`src/rtl/pipe_ctrl_if.sv`:
```
// Pipeline-control bus: stall requests, flush, divider operand/result handshake and stall outputs.
// The slave modport is the pipe_ctrl side; the master modport is the pipeline/divider side.
interface pipe_ctrl_if;
  logic        stallreq_id_i;
  logic        stallreq_ex_i;
  logic        flush_i;
  logic        div_req_i;
  logic        div_signed_i;
  logic [31:0] div_opdata1_i;
  logic [31:0] div_opdata2_i;
  logic        div_start_o;
  logic        div_signed_o;
  logic [31:0] div_opdata1_o;
  logic [31:0] div_opdata2_o;
  logic        div_ready_i;
  logic [63:0] div_result_i;
  logic [63:0] div_result_o;
  logic        div_done_o;
  logic        div_timeout_o;
  logic [5:0]  stall_o;
  logic [31:0] stall_cnt_o;

  modport slave (
    input  stallreq_id_i, stallreq_ex_i, flush_i, div_req_i, div_signed_i,
    input  div_opdata1_i, div_opdata2_i, div_ready_i, div_result_i,
    output div_start_o, div_signed_o, div_opdata1_o, div_opdata2_o,
    output div_result_o, div_done_o, div_timeout_o, stall_o, stall_cnt_o
  );

  modport master (
    output stallreq_id_i, stallreq_ex_i, flush_i, div_req_i, div_signed_i,
    output div_opdata1_i, div_opdata2_i, div_ready_i, div_result_i,
    input  div_start_o, div_signed_o, div_opdata1_o, div_opdata2_o,
    input  div_result_o, div_done_o, div_timeout_o, stall_o, stall_cnt_o
  );
endinterface

```
`src/rtl/pipe_ctrl.sv`:
```
// Sirius pipeline control: merges ID/EX stall requests and sequences the multi-cycle divider (IDLE/BUSY/DONE).
// Optional STALL_PERF_EN adds a saturating stalled-cycle counter on stall_cnt_o; otherwise it reads 0.
module pipe_ctrl #(
  parameter int unsigned DIV_MAX_CYC = 40
) (
  input  logic        clk,
  input  logic        rst,
  pipe_ctrl_if.slave  bus
);

  typedef enum logic [1:0] {IDLE, BUSY, DONE} state_t;

  state_t      state_q,   state_d;
  logic        start_q,   start_d;
  logic        signed_q,  signed_d;
  logic [31:0] op1_q,     op1_d;
  logic [31:0] op2_q,     op2_d;
  logic [63:0] result_q,  result_d;
  logic        done_q,    done_d;
  logic        timeout_q, timeout_d;
  logic [31:0] tmo_cnt_q, tmo_cnt_d;
  logic [5:0]  stall;

  always_comb begin
    state_d   = state_q;
    start_d   = start_q;
    signed_d  = signed_q;
    op1_d     = op1_q;
    op2_d     = op2_q;
    result_d  = result_q;
    done_d    = 1'b0;
    timeout_d = 1'b0;
    tmo_cnt_d = tmo_cnt_q;
    // Flush beats ready and timeout arriving in the same cycle.
    if (bus.flush_i) begin
      state_d   = IDLE;
      start_d   = 1'b0;
      tmo_cnt_d = '0;
    end else begin
      case (state_q)
        IDLE: begin
          if (bus.div_req_i) begin
            if (bus.div_opdata2_i == 32'd0) begin
              state_d  = DONE;
              result_d = '0;
              done_d   = 1'b1;
            end else begin
              state_d   = BUSY;
              start_d   = 1'b1;
              signed_d  = bus.div_signed_i;
              op1_d     = bus.div_opdata1_i;
              op2_d     = bus.div_opdata2_i;
              tmo_cnt_d = '0;
            end
          end
        end
        BUSY: begin
          if (bus.div_ready_i) begin
            state_d  = DONE;
            start_d  = 1'b0;
            result_d = bus.div_result_i;
            done_d   = 1'b1;
          end else if (tmo_cnt_q == 32'(DIV_MAX_CYC - 1)) begin
            state_d   = DONE;
            start_d   = 1'b0;
            result_d  = '1;
            done_d    = 1'b1;
            timeout_d = 1'b1;
          end else begin
            tmo_cnt_d = tmo_cnt_q + 32'd1;
          end
        end
        DONE:    state_d = IDLE;
        default: state_d = IDLE;
      endcase
    end
  end

  always_ff @(posedge clk) begin
    if (rst) begin
      state_q   <= IDLE;
      start_q   <= 1'b0;
      signed_q  <= 1'b0;
      op1_q     <= '0;
      op2_q     <= '0;
      result_q  <= '0;
      done_q    <= 1'b0;
      timeout_q <= 1'b0;
      tmo_cnt_q <= '0;
    end else begin
      state_q   <= state_d;
      start_q   <= start_d;
      signed_q  <= signed_d;
      op1_q     <= op1_d;
      op2_q     <= op2_d;
      result_q  <= result_d;
      done_q    <= done_d;
      timeout_q <= timeout_d;
      tmo_cnt_q <= tmo_cnt_d;
    end
  end

  // A divide stops stalling in DONE so the instruction leaves EX with its result.
  always_comb begin
    stall = 6'b000000;
    if (rst || bus.flush_i)
      stall = 6'b000000;
    else if (bus.stallreq_ex_i || (bus.div_req_i && state_q != DONE))
      stall = 6'b001111;
    else if (bus.stallreq_id_i)
      stall = 6'b000111;
  end

`ifdef STALL_PERF_EN
  logic [31:0] stall_cnt_q, stall_cnt_d;

  always_comb begin
    stall_cnt_d = stall_cnt_q;
    if (stall[0] && stall_cnt_q != 32'hFFFF_FFFF)
      stall_cnt_d = stall_cnt_q + 32'd1;
  end

  always_ff @(posedge clk) begin
    if (rst) stall_cnt_q <= '0;
    else     stall_cnt_q <= stall_cnt_d;
  end

  assign bus.stall_cnt_o = stall_cnt_q;
`else
  assign bus.stall_cnt_o = 32'h0;
`endif

  assign bus.stall_o       = stall;
  assign bus.div_start_o   = start_q;
  assign bus.div_signed_o  = signed_q;
  assign bus.div_opdata1_o = op1_q;
  assign bus.div_opdata2_o = op2_q;
  assign bus.div_result_o  = result_q;
  assign bus.div_done_o    = done_q;
  assign bus.div_timeout_o = timeout_q;

endmodule

```
`src/flat_wrapper.sv`:
```
// flat-port wrapper written by rule: the top's interface ports become plain ports
module pipe_ctrl_flat 
#(
  parameter int unsigned DIV_MAX_CYC = 40
)
  (clk, rst, bus_stallreq_id_i, bus_stallreq_ex_i, bus_flush_i, bus_div_req_i, bus_div_signed_i, bus_div_opdata1_i, bus_div_opdata2_i, bus_div_ready_i, bus_div_result_i, bus_div_start_o, bus_div_signed_o, bus_div_opdata1_o, bus_div_opdata2_o, bus_div_result_o, bus_div_done_o, bus_div_timeout_o, bus_stall_o, bus_stall_cnt_o);
  pipe_ctrl_if bus_i ();
  input  logic clk;
  input  logic rst;
  input wire logic [$bits(bus_i.stallreq_id_i)-1:0] bus_stallreq_id_i;
  input wire logic [$bits(bus_i.stallreq_ex_i)-1:0] bus_stallreq_ex_i;
  input wire logic [$bits(bus_i.flush_i)-1:0] bus_flush_i;
  input wire logic [$bits(bus_i.div_req_i)-1:0] bus_div_req_i;
  input wire logic [$bits(bus_i.div_signed_i)-1:0] bus_div_signed_i;
  input wire logic [$bits(bus_i.div_opdata1_i)-1:0] bus_div_opdata1_i;
  input wire logic [$bits(bus_i.div_opdata2_i)-1:0] bus_div_opdata2_i;
  input wire logic [$bits(bus_i.div_ready_i)-1:0] bus_div_ready_i;
  input wire logic [$bits(bus_i.div_result_i)-1:0] bus_div_result_i;
  output wire logic [$bits(bus_i.div_start_o)-1:0] bus_div_start_o;
  output wire logic [$bits(bus_i.div_signed_o)-1:0] bus_div_signed_o;
  output wire logic [$bits(bus_i.div_opdata1_o)-1:0] bus_div_opdata1_o;
  output wire logic [$bits(bus_i.div_opdata2_o)-1:0] bus_div_opdata2_o;
  output wire logic [$bits(bus_i.div_result_o)-1:0] bus_div_result_o;
  output wire logic [$bits(bus_i.div_done_o)-1:0] bus_div_done_o;
  output wire logic [$bits(bus_i.div_timeout_o)-1:0] bus_div_timeout_o;
  output wire logic [$bits(bus_i.stall_o)-1:0] bus_stall_o;
  output wire logic [$bits(bus_i.stall_cnt_o)-1:0] bus_stall_cnt_o;
  assign bus_i.stallreq_id_i = bus_stallreq_id_i;
  assign bus_i.stallreq_ex_i = bus_stallreq_ex_i;
  assign bus_i.flush_i = bus_flush_i;
  assign bus_i.div_req_i = bus_div_req_i;
  assign bus_i.div_signed_i = bus_div_signed_i;
  assign bus_i.div_opdata1_i = bus_div_opdata1_i;
  assign bus_i.div_opdata2_i = bus_div_opdata2_i;
  assign bus_i.div_ready_i = bus_div_ready_i;
  assign bus_i.div_result_i = bus_div_result_i;
  assign bus_div_start_o = bus_i.div_start_o;
  assign bus_div_signed_o = bus_i.div_signed_o;
  assign bus_div_opdata1_o = bus_i.div_opdata1_o;
  assign bus_div_opdata2_o = bus_i.div_opdata2_o;
  assign bus_div_result_o = bus_i.div_result_o;
  assign bus_div_done_o = bus_i.div_done_o;
  assign bus_div_timeout_o = bus_i.div_timeout_o;
  assign bus_stall_o = bus_i.stall_o;
  assign bus_stall_cnt_o = bus_i.stall_cnt_o;
  pipe_ctrl #(.DIV_MAX_CYC(DIV_MAX_CYC)) u_core (.clk(clk), .rst(rst), .bus(bus_i));
endmodule
```
`config.mk`:
```
export PLATFORM = sky130hd
export DESIGN_NAME = pipe_ctrl_flat
export DESIGN_NICKNAME = d
export VERILOG_FILES = /design/src/rtl/pipe_ctrl_if.sv /design/src/rtl/pipe_ctrl.sv /design/src/flat_wrapper.sv
export SDC_FILE = /design/constraint.sdc
export NUM_CORES = 1
export LEC_CHECK = 0
export ABC_AREA = 1
export CAP_MARGIN = 20
export CORE_MARGIN = 2
export CORE_UTILIZATION = 41
export CTS_CLUSTER_SIZE = 25
export DETAILED_ROUTE_END_ITERATION = 12
export PLACE_DENSITY = 0.84
export SYNTH_ARGS = -nofsm -noshare
export SYNTH_HDL_FRONTEND = slang
export SYNTH_SLANG_ARGS = --single-unit
export TNS_END_PERCENT = 50
```
`constraint.sdc`:
```
create_clock -name clk -period 1.7 [get_ports clk]
set_input_delay 0.34 -clock clk [delete_from_list [all_inputs] [get_ports clk]]
set_output_delay 0.34 -clock clk [all_outputs]
set_load 0.01 [all_outputs]
```
# Word level (Yosys, flattened, before mapping)
# Cells that the tools add are included.
[op_classes]
n_addsub = 1
n_eq_ne = 9
mux = 28
n_bitwise = 3
reduce_logical = 13
[op_table]
columns = ["cell", "n"]
rows = [
  ["$mux W64", 4],
  ["$mux W32", 4],
  ["$pmux W64 S2", 1],
  ["$pmux W32 S2", 1],
  ["$add A32 B1 Y32 const B", 1],
  ["$eq A32 B6 Y1 const B", 1],
  ["$logic_not A32 Y1", 1],
  ["$mux W6", 2],
  ["$ne A2 B2 Y1 const B", 5],
  ["$reduce_and A5 Y1", 2],
  ["$mux W1", 8],
  ["$mux W2", 4],
  ["$reduce_and A4 Y1", 2],
  ["$pmux W1 S2", 2],
  ["$pmux W2 S2", 1],
  ["$reduce_or A4 Y1", 1],
  ["$mux W3", 1],
  ["$ne A3 B2 Y1 const B", 1],
  ["$not A1 Y1", 3],
  ["$eq A2 B1 Y1 const B", 1],
  ["$logic_not A2 Y1", 1],
  ["$logic_or A1 B1 Y1", 2],
  ["$ne A2 B1 Y1 const B", 1],
  ["$reduce_and A2 Y1", 1],
  ["3 further kinds", 3],
]
[totals]
reg_bits = 166
input_bits = 136
out_inout_bits = 170
wordCells = 63

# Longest topological paths before layout
[depth]
depth_word = 5
mapped_depth = 13
mapped_depth_nobuf = 12

# Worst setup path before layout
# No wires, ideal clock.
[synth_path]
path_type = "register to register"
from = "register u_core.tmo_cnt_q[0]"
to = "register u_core.result_q[0] (netlist: u_core.bus.div_result_o[0])"
setup_time_ns = 0.113
arrival_time_ns = 1.707
required_ns = 1.587
setup_slack_ns = -0.120
stages_incl_launch_ff = 14
path_buffers = 1
synth_period_minus_slack_ns = 1.820
cell_sequence = "dfxtp_1 ha_1 nand2_1 inv_1 nand2_1 nor2_1 nand2_1 nor2_2 nor2_1 nor2_4 buf_6 nand3_1 nand2_1 nor2_1"
[synth_between]
elab_chain_cells = 3
[synth_lines]
columns = ["element", "line_no", "source"]
rows = [
  ["start, declared", "pipe_ctrl.sv:21", "logic [31:0] tmo_cnt_q, tmo_cnt_d;"],
  ["start signal, assigned", "pipe_ctrl.sv:99", "tmo_cnt_q <= tmo_cnt_d;"],
  ["$eq A32 B6 Y1", "pipe_ctrl.sv:63", "end else if (tmo_cnt_q == 32'(DIV_MAX_CYC - 1)) begin"],
  ["$ne A3 B2 Y1 (no source line)", "-", ""],
  ["$reduce_and A5 Y1 (no source line)", "-", ""],
  ["end signal, assigned", "pipe_ctrl.sv:96", "result_q <= result_d;"],
  ["end, declared", "pipe_ctrl.sv:18", "logic [63:0] result_q, result_d;"],
]
# No other way between the ends.
# A chain may end at the register's enable or synchronous reset.

# Worst setup path in the final report
# Same ends and word-level chain as after synthesis.

==> qor.txt <==
status = complete, but fails checks
failing checks = setup timing
Critical Path Stages = 14
leakage = 0.00531 uW
M3 GR Usage = 5.83%
Synth Register Bits = 166
CP most frequent cell = nand2_1
placed instance area = 12000 sq um
RR Startpoint = u_core.tmo_cnt_q[0]$_SDFFE_PN0P_
area grow syn2layout = 61.2%
Post-synth ARST share = 0%
CP max FO = 12
average cell area after synthesis = 6.57 sq um
met2 Usage GRT = 47.9%
clk_lat worst skew = 0.44 ns
critical path class = flop to flop
Cell variety after synth = 35
crit path to = u_core.bus.div_result_o[0]$_SDFFE_PP0P_
row count = 52
Root Buffer = clkbuf_16
layout cells sized above 1 = 18.6%
CTS Buf Count = 17
maxcap violations = 0
ANT nets after route = 0
Sum Neg Setup Slack = -18.93 ns
Reg-to-Reg End = u_core.bus.div_result_o[0]$_SDFFE_PP0P_
DR vias/cell = 5.34
RSZ-0062 raised after global routing = true
Syn Inst Count = 1285
total wire length = 32300 um
Starting DRT DRC Count = 708
pre-CTS setup slack = -0.739 ns
core box area = 20200 sq um
PnR worst setup slack = -0.271 ns
Pwr Density = 721 nW/um^2
routability cong. = 0.946
Max Slew Vio Count = 0
Via Count = 10278
ys flop type = dfxtp_1
Die Footprint = 21800 sq um
DRT Pass-1 Iters = 9
Post-synth top cells = nand2_1 (319), nor2_1 (268), dfxtp_1 (166)
crit path max-delay cell type = dfxtp_2
fillcell total = 1569
initial antenna violation count = 0
hpwl dp = 20000 um
CTS H-tree depth = 4
Fmax = 507 MHz
total global-route track usage = 27.4%
nets@finish = 1778
R2R cell count = 14
fin area = 13600 sq um
r2r setup slk = -0.27 ns
Worst Path Buf+Inv = 3
met1 Use GR = 32.7%
Yosys warnings = 0
IO Pins = 306
crit-path cells = ha_4 -> nand2_4 -> inv_2 -> nand2_1 -> nor2_1 -> nand2_1 -> nor2_4 -> nor2_2 -> nor2_4 -> buf_12 -> clkbuf_16 -> nand3_1 -> nand2_1 -> nor2_1
Avg WL per Cell = 16.8 um
CTS clk-pin slew, worst paths = 0.08 ns
hold slack = 0.330 ns
Max Clock Skew = 0.0132 ns
global-route wire length before repair = 48600 um
main area contributors after synthesis = dfxtp_1 (39%), nand2_1 (14%), nor2_1 (12%)
Yosys top cell area share = 39.3%
Critical Path End Type = flop
CP peak stage delay = 0.36 ns
CP top delay family = simple AND/OR/NAND/NOR gates
Initial Util = 41.7%
Post-Syn Area = 8450 sq um
top-count cell post-synth = nand2_1
CTS tree = done
Die Y = 148 um
worst rel slew slack = 52.6%
CP startpoint = u_core.tmo_cnt_q[0]$_SDFFE_PN0P_
DRC viols = 0
CTS sink cnt = 166
Worst EP arrival = 2.31 ns
Post-synth EDFFs = 0
sequential area share after synthesis = 39.3%
pin count of the biggest net entering global routing = 70
worst min-delay path category = primary input to flop
vias in the first global route = 9809
clk buf depth = 2
Die X = 148 um
cell taking the most area after synthesis = dfxtp_1
final hold violation count = 0
I/O Buffers = 271
remaining global-route overflow = 0
CP startpoint kind = flop
CP Data Required Time = 2.04 ns
global route hottest layer = met2
Setup-failing EPs final = 171
final period utilization = 116%
Antenna diodes = 0
Final Critical Period = 1.97 ns
Slew @ Worst Pin = 0.712 ns
maximum VDD drop = 0.735 mV
## cells in the final DEF (no fill, tap or decap), types with 21 or more instances in the layout
cell type	count
a21oi_1	82
buf_12	21
buf_4	102
clkbuf_16	21
clkdlybuf4s50_1	231
conb_1	34
dfxtp_1	158
dlygate4sd2_1	35
inv_1	42
nand2_1	294
nand3_1	77
nand4_1	72
nor2_1	231
nor2_2	29
o21ai_0	70
## timing repair
action                                 CTS  global route
setup endpoints to repair              175           232
pin swaps                               47            16
endpoints found under the hold margin    0             0
setup buffers                           22             4
resized for setup                      174            34
hold buffers                             0             0
gates cloned                             9             6
## worst min path at each step
| stage | start | to | slack (ns) | cells past startpoint |
|---|---|---|---|---|
| after global routing | bus_div_opdata2_i[11] | u_core.bus.div_opdata2_o[11]$_SDFFE_PP0P_ | 0.33 | 3 |
| after detailed placement | u_core.bus.div_opdata2_o[16]$_SDFFE_PP0P_ | u_core.bus.div_opdata2_o[16]$_SDFFE_PP0P_ | 0.45 | 2 |
| after CTS | bus_div_opdata2_i[6] | u_core.bus.div_opdata2_o[6]$_SDFFE_PP0P_ | 0.32 | 3 |
| after floorplan | u_core.state_q[0]$_SDFFE_PN0P_ | u_core.bus.div_done_o$_SDFF_PN0_ | 0.46 | 2 |
| final | bus_div_opdata2_i[6] | u_core.bus.div_opdata2_o[6]$_SDFFE_PP0P_ | 0.33 | 3 |
| after global placement | u_core.bus.div_opdata2_o[16]$_SDFFE_PP0P_ | u_core.bus.div_opdata2_o[16]$_SDFFE_PP0P_ | 0.45 | 2 |
## state kept, by name, summed over array words and instances (netlist names)
name and count:
u_core.bus.div_start_o 1, u_core.bus.div_result_o 64, u_core.bus.div_timeout_o 1, u_core.bus.div_opdata2_o 32, u_core.state_q 2, u_core.tmo_cnt_q 32, u_core.bus.div_signed_o 1, u_core.bus.div_opdata1_o 32
u_core.bus.div_done_o 1
## layout make-up
cell class | instances | area (sq um) | share of cell area (%)
multi-input combinational | 980 | 4740 | 34.8
sequential | 166 | 3330 | 24.5
inverter | 51 | 194 | 1.42
clock inverter | 14 | 158 | 1.16
tap | 270 | 338 | 2.48
clock buffer | 18 | 439 | 3.23
timing repair buffer | 425 | 4420 | 32.5
## per-layer routing
metal,wire (um),vias to the layer above
li1,-,4820
met3,2830,109
met4,1250,0
met5,0,-
met2,15800,620
met1,12400,4729
## worst reg2reg max path: cells and delay by family, from the launching register on
family	cells	cell delay (ns)
simple gates	10	0.97
buf+inv	3	0.39
flops	1	0.36
fa+ha+maj	1	0.15
## power by group
group | total, uW | internal, uW | switching [uW]
Sequential | 4090 | 4010 | 74.1
Clock | 3900 | 2010 | 1900
Combinational | 1830 | 936 | 897
Total | 9820 | 6960 | 2870
## cell families (layout without fill, tap and decap cells)
kind of cell	count (synthesis)	in the layout	share of synthesized area [%]
flops	166	166	39.3
other cells	1	34	0.0444
xor+xnor	7	7	0.726
fa+ha+maj	1	1	0.148
simple gates	769	769	38.6
buf+inv	172	508	11.0
compound gates	169	169	10.1
## per-stage QoR
| stage | util (%) | cells | total power (uW) |
|---|---|---|---|
| final | 67.3 | 1924 | 9820 |
| after global routing | 67.3 | 1924 | 10200 |
| after CTS | 66.0 | 1915 | 9730 |
| after detailed placement | 59.2 | 1853 | 5700 |
| after global placement | 59.2 | 1853 | 5670 |
| after floorplan | - | 1318 | 4930 |
No activity file was read; power rests on OpenSTA's default activity.
